**config.mk**
```make
export PLATFORM = sky130hd
export DESIGN_NAME = rom_sample_streamer
export DESIGN_NICKNAME = d
export VERILOG_FILES = /design/src/rtl/rom_sample_streamer.sv
export SDC_FILE = /design/constraint.sdc
export NUM_CORES = 1
export LEC_CHECK = 0
export ABC_AREA = 1
export CAP_MARGIN = 10
export CORE_MARGIN = 1
export CORE_UTILIZATION = 38
export DETAILED_ROUTE_END_ITERATION = 8
export PLACE_DENSITY = 0.78
export SLEW_MARGIN = 10
export SYNTH_ARGS = -nofsm -noshare
export SYNTH_HDL_FRONTEND = slang
export SYNTH_SLANG_ARGS = --single-unit
```
**constraint.sdc**
```tcl
create_clock -name clk -period 3.8 [get_ports clk]
set_input_delay 0.76 -clock clk [delete_from_list [all_inputs] [get_ports clk]]
set_output_delay 0.76 -clock clk [all_outputs]
set_load 0.01 [all_outputs]
```
**src/rtl/rom_sample_streamer.sv**
```systemverilog
// rom_sample_streamer: walks a shared ROM address from 0 to N_SAMPLES-1 and
// presents each (ib, vt, soc) triple to the EKF stage with a valid/ready
// handshake. Each sample costs three cycles: address issue, ROM access, and
// capture/present.
//
// Ports:
//   clk, rst                      clock, async active-high reset
//   start, abort                  run request (IDLE only), cancel of a running sequence
//   raddr                         registered ROM address shared by all three ROMs
//   ib_in, vt_in, soc_in          ROM read data, valid one cycle after raddr
//   ib_out, vt_out, soc_out       registered sample
//   out_idx                       ROM address of the presented sample
//   out_valid, out_ready          presentation handshake
//   out_last                      presented sample is the final index
//   busy                          state is not IDLE
//   done                          one-cycle pulse after the final sample is accepted
module rom_sample_streamer #(
  parameter int unsigned D_WIDTH   = 32,
  parameter int unsigned A_WIDTH   = 10,
  parameter int unsigned N_SAMPLES = 1024
) (
  input  logic               clk,
  input  logic               rst,
  input  logic               start,
  input  logic               abort,
  output logic [A_WIDTH-1:0] raddr,
  input  logic [D_WIDTH-1:0] ib_in,
  input  logic [D_WIDTH-1:0] vt_in,
  input  logic [D_WIDTH-1:0] soc_in,
  output logic [D_WIDTH-1:0] ib_out,
  output logic [D_WIDTH-1:0] vt_out,
  output logic [D_WIDTH-1:0] soc_out,
  output logic [A_WIDTH-1:0] out_idx,
  output logic               out_valid,
  input  logic               out_ready,
  output logic               out_last,
  output logic               busy,
  output logic               done
);

  localparam logic [A_WIDTH-1:0] LAST_IDX = A_WIDTH'(N_SAMPLES - 1);

  typedef enum logic [1:0] {IDLE, WAIT1, WAIT2, HOLD} state_t;

  state_t             state, state_nxt;
  logic [A_WIDTH-1:0] raddr_nxt, out_idx_nxt;
  logic [D_WIDTH-1:0] ib_nxt, vt_nxt, soc_nxt;
  logic               valid_nxt, last_nxt, busy_nxt, done_nxt;

  // State and output registers
  always_ff @(posedge clk or posedge rst) begin
    if (rst) begin
      state     <= IDLE;
      raddr     <= '0;
      out_idx   <= '0;
      ib_out    <= '0;
      vt_out    <= '0;
      soc_out   <= '0;
      out_valid <= 1'b0;
      out_last  <= 1'b0;
      busy      <= 1'b0;
      done      <= 1'b0;
    end else begin
      state     <= state_nxt;
      raddr     <= raddr_nxt;
      out_idx   <= out_idx_nxt;
      ib_out    <= ib_nxt;
      vt_out    <= vt_nxt;
      soc_out   <= soc_nxt;
      out_valid <= valid_nxt;
      out_last  <= last_nxt;
      busy      <= busy_nxt;
      done      <= done_nxt;
    end
  end

  // Next-state and next-output logic
  always_comb begin
    state_nxt   = state;
    raddr_nxt   = raddr;
    out_idx_nxt = out_idx;
    ib_nxt      = ib_out;
    vt_nxt      = vt_out;
    soc_nxt     = soc_out;
    valid_nxt   = out_valid;
    done_nxt    = 1'b0;

    if (state != IDLE && abort) begin
      // Cancel wins over any handshake; captured data is kept for inspection
      state_nxt = IDLE;
      valid_nxt = 1'b0;
    end else begin
      unique case (state)
        IDLE: begin
          // An abort in IDLE does nothing itself but blocks a coincident start
          if (start && !abort) begin
            raddr_nxt = '0;
            state_nxt = WAIT1;
          end
        end
        WAIT1: state_nxt = WAIT2;
        WAIT2: begin
          ib_nxt      = ib_in;
          vt_nxt      = vt_in;
          soc_nxt     = soc_in;
          out_idx_nxt = raddr;
          valid_nxt   = 1'b1;
          state_nxt   = HOLD;
        end
        HOLD: begin
          if (out_ready) begin
            valid_nxt = 1'b0;
            if (raddr == LAST_IDX) begin
              done_nxt  = 1'b1;
              state_nxt = IDLE;
            end else begin
              raddr_nxt = raddr + A_WIDTH'(1);
              state_nxt = WAIT1;
            end
          end
        end
        default: state_nxt = IDLE;
      endcase
    end

    last_nxt = valid_nxt && (out_idx_nxt == LAST_IDX);
    busy_nxt = (state_nxt != IDLE);
  end

endmodule

```
After elaboration in Yosys (flattened, before gate mapping)
Cells that the tools add are included.
W data, S select, Z words.
- input bits: 101
- register bits after elaboration: 122
- output and inout port bits: 120
- word-level logic and storage cells: 48
- add/sub/neg operators: 1
- equality and inequality tests: 8
- reduce and logical (&&, ||, !) cells: 10
- muxes and demuxes: 18
- bitwise gates (word level): 1
- operator list (kind ; number):
    $mux W10 ; 5
    $eq A10 B10 Y1 const B ; 2
    $pmux W10 S2 ; 1
    $add A10 B1 Y10 const B ; 1
    $pmux W2 S4 ; 1
    $mux W1 ; 7
    $mux W2 ; 3
    $ne A2 B2 Y1 const B ; 3
    $reduce_bool A2 Y1 ; 3
    $reduce_and A5 Y1 ; 1
    $eq A2 B2 Y1 const B ; 2
    $logic_and A1 B1 Y1 ; 3
    $eq A2 B1 Y1 const B ; 1
    $logic_not A2 Y1 ; 1
    $pmux W1 S2 ; 1
    $reduce_and A2 Y1 ; 1
    $logic_not A1 Y1 ; 1
    $not A1 Y1 ; 1

Logic depth before layout (Yosys ltp)
Gate-level depths: netlist (run 1).
- depth after elaboration: 6
- mapped depth: 12
- depth with buffers taken out: 11

Worst setup path after synthesis (run 1)
No wires, ideal clock.
- path type: input -> register
- from: input abort
- to: register ib_out[0]
- stages: 5
- arrival time: 1.500 ns
- data required time: 3.675 ns
- slack: 2.175 ns
- setup time: 0.125 ns
- path buffers: 2
- path through: nand2_1 > nand2_1 > buf_6 > buf_6 > mux2_2
- word-level cells in the longest chain between the ends: 3
- ends and longest elaborated chain (item ; line ; source):
    start, declared ; 25 ; input logic abort,
    $logic_and A1 B1 Y1 ; 88 ; if (state != IDLE && abort) begin
    $not A1 Y1 (no source line) ; - ;
    $reduce_and A2 Y1 (no source line) ; - ;
    end signal, assigned ; 67 ; ib_out <= ib_nxt;
    end, declared ; 30 ; output logic [D_WIDTH-1:0] ib_out,
Every way passes these cells.
A chain may end at the register's enable or synchronous reset.

Worst setup path in the final report (run 1)
- from: input abort
- to: register out_last
- word-level cells in the longest chain between the ends: 4
- elaborated cells between the ends (all ways): 5
- ends and longest elaborated chain (item ; line ; source):
    $logic_and A1 B1 Y1 ; 88 ;
    $mux W10 ; 88 ;
    named net out_idx_nxt[2] ; 46 ; logic [A_WIDTH-1:0] raddr_nxt, out_idx_nxt;
    $eq A10 B10 Y1 ; 126 ; last_nxt = valid_nxt && (out_idx_nxt == LAST_IDX);
    $logic_and A1 B1 Y1 ; 126 ;
    named net last_nxt ; 48 ; logic valid_nxt, last_nxt, busy_nxt, done_nxt;
    end signal, assigned ; 71 ; out_last <= last_nxt;
    end, declared ; 36 ; output logic out_last,
The timed path passes the listed nets, and every way through them passes these cells.

==> results list, run 1 <==
* Result of the run: finished, final reports clean
* Non-filler cells in the finished layout: just under 800
- Hold violation count in the final report: 0
* Power share of the sequential group: 0.329
* Final-report max-slew violation count: 0
* GP Congestion: between 0.8 and 0.9
* Worst IR drop on VDD: 344 uV
* Worst hold margin: 0.497 ns
* Critical path launch point type: input port
- The netlist uses 26 different library cells.
* Vertical die dimension: between 100 and 150 microns
* Leading post-synthesis cells by cell area: sky130_fd_sc_hd__dfrtp_1 (60%), sky130_fd_sc_hd__mux2_2 (21%), sky130_fd_sc_hd__nand2_1 (3.6%)
- Data required time of the worst path: 4.14 ns
- The first detailed-routing pass took 4 iterations.
* Hold Path Cell Cnt: 2
- Clock sink count: 122
* Count of max-cap constraint violations: 0
- During I/O placement, the number of pins put on the boundary was 221.
* Maximum number of pins on one net before global-route repair: 66
* Overall via count from detail_route: between 3,000 and 4,000
- Of the available clock period, the critical path in the final layout requires 0.624.
- No sink is reached through more buffers than the 2 on the longest clock path.
- Setup violations remaining at the end of the flow were counted as 0.
- Global-route wire length before repair: 20,300 microns
* Number of vias per cell: approximately 4.7
* Final critical path time including I/O delays and setup: 2.37 ns
- Average size of a mapped cell: 13.2 sq um
- Placed wire-length estimate after detailed placement: 9060 microns
- Flop2flop setup slack: 1.53 ns
- The worst hold path belongs to the class flop to flop.
* Count of input and output buffers: 220
- The H-tree was split into 4 levels.
- For this block, the initial DRC count from the detailed router was 195.
- In this run the worst path has a maximum fanout of 40.
* Clock root buffer master: sky130_fd_sc_hd__clkbuf_16
- Area of the multi-input gates: 1770 sq um
- The cell count after synthesis came out at 382.
* Die outline area: 13,800 sq um
* Synthesized Nets: 487
- At the pin with the least slew margin, the transition time is between 0.5 and 0.6 ns.
- Aggregate routed wire length: 12,500 microns
* Sequential standard cell area: 3050 sq um
- Clock group share of total power: 0.246
- In this run the most critical hold path is launched from out_idx[0].
- Arrival time at the worst endpoint: 2.71 ns
- The worst setup path is of the input port to flop kind.
* Initial cell density of the core: 0.396
* Top achievable clock speed: 422 MHz
- Setup repair after global routing left no endpoint under its margin.
- Via count of the first global-routing pass: 3,843
* Leakage power total: 3.47 nW
* Post-synthesis to final-layout area growth: 57.9%
* Flops & latches, synth: 122
- Antenna diode count: 0
- Worst hold endpoint: out_idx[0]
* Width of the die: ~120 microns
- The internal portion of the total power is approximately 4.6 mW.
- Initial antenna violation count: 0
* CTS resizes: 0
* Worst clock skew: between 0.006 and 0.007 ns
- Total power divided by cell area: just over 800 nW/um^2
* Area share of the largest cell type after synthesis: 0.604
- Rel. slew slack: 0.640
- After filler insertion, the fill cell instance count of the layout stands at 984.
* Leading area contributor after synthesis: sky130_fd_sc_hd__dfrtp_1
* Sum of overflow across all layers after global routing: 0
* Power dissipated by switching net loads: between 1.5 and 2 mW
- TritonCTS built the clock tree.
* Post-CTS repair timing setup buffer count: 0
- Area of the core region: 12,800 sq um
- Switching power share of the total: 0.293
- Worst reg2reg endpoint: out_last
- Portion of the post-synthesis area used by sequential elements: 0.604
- Post-detailed-route DRC marker count: 0
- Proportion of power drawn by combinational gates: 0.425
- Floorplan row count: 41
- Tracing the worst setup path back leads to its startpoint at abort.
- Adding up every negative setup slack in the final design gives 0 ns.
- Dividing the detail-routed wire length by the instance count gives around 16 microns.
* Clock slew seen by the registers of the worst setup and hold paths: 0.05 ns
* Post-detailed-route count of antenna-violating nets: 0
- In this run the critical register-to-register path is launched from state[0].
- Share of layout cells above drive strength 1: 0.237
- Nets: 714
- Clock network latency to the later pin of the worst-skew pair: 0.40 ns
- Yosys printed 0 warnings.
* Worst-case reg-to-reg path depth: 12
- Placed Cells: between 700 and 800
- Number of buffers created by CTS: 17
- Total of hold buffers inserted after clock tree synthesis: 0
- All-Layer GR Usage: 0.190
- Post-Synthesis Cell Area: 5050 sq um
* Endpoint kind of the worst setup timing path: flop
==> worst max-delay path: stages <==
cell                              delay [ns]
sky130_fd_sc_hd__clkdlybuf4s50_1        0.52
sky130_fd_sc_hd__nand2_1                0.26
sky130_fd_sc_hd__nand2_4                0.20
sky130_fd_sc_hd__buf_4                  0.44
sky130_fd_sc_hd__nand2_1                0.13
sky130_fd_sc_hd__o21ai_2                0.09
sky130_fd_sc_hd__nand2_1                0.06
sky130_fd_sc_hd__nor2_1                 0.09
sky130_fd_sc_hd__nand2_1                0.06
sky130_fd_sc_hd__nor2_1                 0.08
==> registers in the layout, indices dropped and copies added (netlist names) <==
name,flops
vt_out,32
out_idx,10
soc_out,32
busy,1
raddr,10
out_last,1
done,1
state,2
ib_out,32
out_valid,1
==> cell families after synthesis <==
family,Yosys count,synth area share
and+or+nand+nor,105,0.0998
AOI/OAI and AO/OA,15,0.0213
xor gates and xnor gates,2,0.00347
adders and majority gates,4,0.00991
muxes,96,0.214
DFF,122,0.604
buffers and inverters,38,0.0473
==> through the flow <==
step	setup slack (ns)	power, mW	instance area (sq um)	utilization
floorplan	1.54	3.60	5060	-
global placement	1.11	4.88	7380	0.578
detailed placement	1.04	4.97	7380	0.578
CTS	1.46	6.61	7980	0.625
global route	1.22	6.87	7980	0.625
finish	1.43	6.54	7980	0.625
==> synthesized netlist by cell type <==
cell type                    n
sky130_fd_sc_hd__a21o_1      2
sky130_fd_sc_hd__a21oi_1     1
sky130_fd_sc_hd__buf_2       4
sky130_fd_sc_hd__buf_6      12
sky130_fd_sc_hd__clkbuf_2    1
sky130_fd_sc_hd__dfrtp_1   122
sky130_fd_sc_hd__ha_1        4
sky130_fd_sc_hd__inv_1      20
sky130_fd_sc_hd__inv_2       1
sky130_fd_sc_hd__mux2_2     96
sky130_fd_sc_hd__nand2_1    49
sky130_fd_sc_hd__nand2_2     2
sky130_fd_sc_hd__nand2_4     2
sky130_fd_sc_hd__nand3_1    24
sky130_fd_sc_hd__nand3_2     1
sky130_fd_sc_hd__nand3_4     1
sky130_fd_sc_hd__nand3b_1    1
sky130_fd_sc_hd__nand4_1     9
sky130_fd_sc_hd__nor2_1     12
sky130_fd_sc_hd__nor2_4      1
sky130_fd_sc_hd__nor3_1      1
sky130_fd_sc_hd__o21ai_0     4
sky130_fd_sc_hd__o21ai_2     6
sky130_fd_sc_hd__o21bai_1    2
sky130_fd_sc_hd__or2_2       2
sky130_fd_sc_hd__xor2_1      2
==> power by group through the flow <==
stage	clock network (mW)	registers (mW)	logic (mW)
after floorplan	0	2.41	1.18
after global placement	0	2.14	2.74
after detailed placement	0	2.17	2.80
after CTS	1.65	2.15	2.81
after global routing	1.70	2.22	2.95
final	1.61	2.15	2.78
==> placed cells by master, fill, tap and decap left out <==
cell type                         instances
sky130_fd_sc_hd__dfrtp_1                122
sky130_fd_sc_hd__nand3_4                  1
sky130_fd_sc_hd__nand3_2                  1
sky130_fd_sc_hd__inv_1                   19
sky130_fd_sc_hd__nand3_1                 24
sky130_fd_sc_hd__nor2_1                  12
sky130_fd_sc_hd__buf_4                    3
sky130_fd_sc_hd__nand2_4                  3
sky130_fd_sc_hd__nor3_1                   1
sky130_fd_sc_hd__clkinvlp_4               2
sky130_fd_sc_hd__clkbuf_16               17
sky130_fd_sc_hd__mux2_2                  96
sky130_fd_sc_hd__clkbuf_8                 3
sky130_fd_sc_hd__clkinv_2                 4
sky130_fd_sc_hd__bufinv_16                3
sky130_fd_sc_hd__clkdlybuf4s50_1        220
sky130_fd_sc_hd__nand2_1                 48
sky130_fd_sc_hd__clkbuf_1                 3
sky130_fd_sc_hd__o21ai_0                  4
sky130_fd_sc_hd__a21oi_1                  1
sky130_fd_sc_hd__o21ai_2                  6
sky130_fd_sc_hd__nand3b_1                 1
sky130_fd_sc_hd__buf_12                   2
sky130_fd_sc_hd__inv_2                    1
sky130_fd_sc_hd__o21bai_1                 2
sky130_fd_sc_hd__xor2_1                   2
sky130_fd_sc_hd__nand2_2                  2
sky130_fd_sc_hd__nand4_1                  9
sky130_fd_sc_hd__a21o_1                   2
sky130_fd_sc_hd__nor2_4                   1
sky130_fd_sc_hd__or2_2                    2
sky130_fd_sc_hd__ha_1                     4
==> worst max path at each step <==
stage                           to  depth (start not counted)
after global routing      out_last                         10
after CTS                 out_last                         10
final                     out_last                         10
after floorplan               busy                          1
after global placement    out_last                         10
after detailed placement  out_last                         10
==> per-layer routing <==
metal,GRT usage,up-vias,share of wire
li1,-,1756,-
met1,0.228,1813,0.42
met2,0.323,152,0.51
met3,0.0579,17,0.058
met4,0.0657,0,0.015
met5,0,-,0
==> cell type report <==
class | instances | area share
Clock buffer | 23 | 0.0599
Clock inverter | 8 | 0.0147
Inverter | 21 | 0.0103
Multi-Input combinational cell | 222 | 0.222
Sequential cell | 122 | 0.383
Tap cell | 172 | 0.0270
Timing Repair Buffer | 225 | 0.284
Note: power is estimated with default switching activity, not from simulation.
==> inputs of run 2 (changes only) <==
clock period = 1.9 ns   (was 3.8 ns; I/O delays follow)
==> results list, run 2 (synthesis gave the netlist of run 1 again) <==
* Buffer levels on the longest clock path: 2 (unchanged)
* Vertical die dimension: 117 microns (unchanged)
- Cell family with most CP delay: buffers and inverters
- CP max stage delay: 0.58 ns (+0.06 ns)
- Largest registers: ib_out: 32 flops, soc_out: 32 flops, vt_out: 32 flops
* Buffering stage count on the worst path with inverters included: 1 (-1)
* Critical path launch point type: flop
- Clock sink count: 122 (unchanged)
* All-Layer GR Usage: 0.196 (+0.00598)
- The floorplan core area was 12,800 sq um (unchanged).
- The total via count in the routed design came to 3,865 (+3.4%).
- Leakage power total: 3.54 nW (+2.1%)
- Utilization after layout: 0.637 (+0.0120)
- Global-route wire length before repair: 20,800 microns (+2.4%)
- The number of placed cells counting well taps is 767 (+0.66%).
- The area of placed instances came to 7450 sq um (+0.85%).
- Area of the multi-input gates: 1770 sq um (unchanged)
- Total power divided by cell area: 1630 nW/um^2 (+99%)
* Final-report max-slew violation count: 0 (unchanged)
* Placed wire-length estimate after detailed placement: 9340 microns (+3.1%)
- Final critical-path share of the clock period: 0.974
* Ordered cell list for the critical path: clkdlybuf4s50_1
- The run finished with clean final reports.
* Clock tree from TritonCTS: done
- The initial antenna violation count was 0 (unchanged).
* Nets: 728 (+2.0%)
- Die outline area: 13,800 sq um (unchanged)
* Worst reg2reg endpoint: soc_out[11]
- Setup TNS: 0 ns (unchanged)
- The sum of overflow across all layers after global routing was 0 (unchanged).
* Top achievable clock speed: 540 MHz
- Number of buffers created by CTS: 17 (unchanged)
* Number of vias per cell: 4.78 (+1.5%)
- The final routed wire length divided by cell count is 16.6 microns (+5.4%).
* Clock slew seen by the registers of the worst setup and hold paths: 0.05 ns (about the same)
- The number of remaining DRC errors was 0 (unchanged).
- The number of buffers inserted by hold repair at cts is 0 (unchanged).
- The worst setup path is captured at an output port.
- Aggregate routed wire length: 13,400 microns (+7.4%)
- The tightest min-delay check is of the input port to asynchronous set/reset pin type.
* Rel. slew slack: 0.685 (+0.0445)
- CP max-delay cell: sky130_fd_sc_hd__clkdlybuf4s50_1
- The horizontal die dimension was 117 microns (unchanged).
- Router iterations before antenna repair: 4 (unchanged)
* Worst IR drop on VDD: 693 uV (+100%)
* Initial DRC count: 143 (-27%)
- Initial cell density of the core: 0.396 (unchanged)
- The global placement routability congestion came to 0.788 (-4.2%).
* Flop2flop setup slack: 0.10 ns (-1.43 ns)
- Arrival time at the worst endpoint: 1.47 ns (-1.24 ns)
- Io pins: 221 (unchanged)
- H-tree lvl count: 4 (unchanged)
- The critical path is of the flop to output port type.
- The hold violation count in the final report came to 0 (unchanged).
- The setup violation total in the final timing report was 0 (unchanged).
- The residual antenna-violating net count after detailed routing was 0 (unchanged).
* Actual transition at the worst max-transition pin: 0.473 ns (-0.0668 ns)
- CP Max Fanout: 7 (-83%)
- The clock insertion delay at the later pin of the skew report was 0.41 ns (about the same).
* Count of input and output buffers: 220 (unchanged)
- Clock root buffer master: sky130_fd_sc_hd__clkbuf_16
- The fraction of final layout cells sized beyond drive strength 1 came to 0.256 (+0.0196).
- The number of global-route vias before repair is 4,001 (+4.1%).
- Data required time of the worst path: 1.52 ns (-2.62 ns)
- Antenna diode count: 0 (unchanged)
- The sequential cell area in the final layout came to 3060 sq um (+0.16%).
* Floorplan row count: 41 (unchanged)
- Final critical path time including I/O delays and setup: approximately 1.9 ns
- The pin count of the biggest net entering global routing came to 91 (+38%).
- Fill cell total of the finished layout: 963 (-2.1%)
- The overall power of the completed layout was 13.3 mW (+100%).
* Post-route cell area: 8130 sq um (+1.9%)
- FF-to-FF Start: state[0]
* Worst clock skew: 0.0108 ns (+0.00416 ns)
- Post-synthesis to final-layout area growth: 60.9%
- The max-capacitance violation count came to 0 (unchanged).
- Worst-case reg-to-reg path depth: 8 (-4)
- In the layout the commonest cells are sky130_fd_sc_hd__clkdlybuf4s50_1 (220), sky130_fd_sc_hd__dfrtp_1 (118), sky130_fd_sc_hd__mux2_2 (96).
- The number of standard cells in the final layout excluding fillers was 808 (+1.9%).
- Most common library cell in the layout ignoring fill and taps: sky130_fd_sc_hd__clkdlybuf4s50_1
-- run 2: how the worst max path moves through the flow --
stage	cells after the start	startpoint	end	slack, ns
2_1_floorplan	1	rst	busy	0.02
3_3_place_gp	5	abort	ib_out[10]	0.04
3_5_place_dp	5	abort	ib_out[14]	0.007
4_1_cts	1	raddr[8]	raddr[8]	0.03
5_1_grt	12	state[0]	out_last	-0.0007
6_report	1	raddr[0]	raddr[0]	0.05
-- run 2: cell type report --
cell class | count | share of cell area
flip-flops and latches | 122 | 0.376
repair buffers | 239 | 0.302
multi-input cells | 222 | 0.217
clock buffers | 26 | 0.0602
well taps | 172 | 0.0265
inverters | 21 | 0.0102
clock inverters | 6 | 0.00785
-- run 2: what timing repair did --
item                                   4_1_cts  5_1_grt
setup endpoints to repair                    2       27
gates resized for setup                      2        4
pin swaps                                    0        1
cloned                                       0        3
setup buffers                                0        6
endpoints found under the hold margin        0        0
-- run 2: per-layer routing --
metal	vias to the layer above	GRT usage	part of all wire
met5	-	0	0
met4	0	0.0998	0.026
met3	25	0.0584	0.059
met2	168	0.333	0.52
met1	1890	0.224	0.39
li1	1782	-	-
-- run 2: through the flow --
| step | hold slack, ns | worst slack, ns |
|---|---|---|
| floorplan | 0.528 | 0.0227 |
| global placement | 0.485 | 0.0350 |
| detailed placement | 0.489 | 0.00738 |
| CTS | 0.494 | 0.0265 |
| global route | 0.508 | -0.000654 |
| finish | 0.482 | 0.0492 |
-- run 2: power breakdown --
part / total [mW] / switching (mW) / leakage [nW] / internal [mW]
Combinational: 5.97 / 2.34 / 1.79 / 3.63
Clock: 2.96 / 1.06 / 0.265 / 1.90
Sequential: 4.32 / 0.581 / 1.48 / 3.74
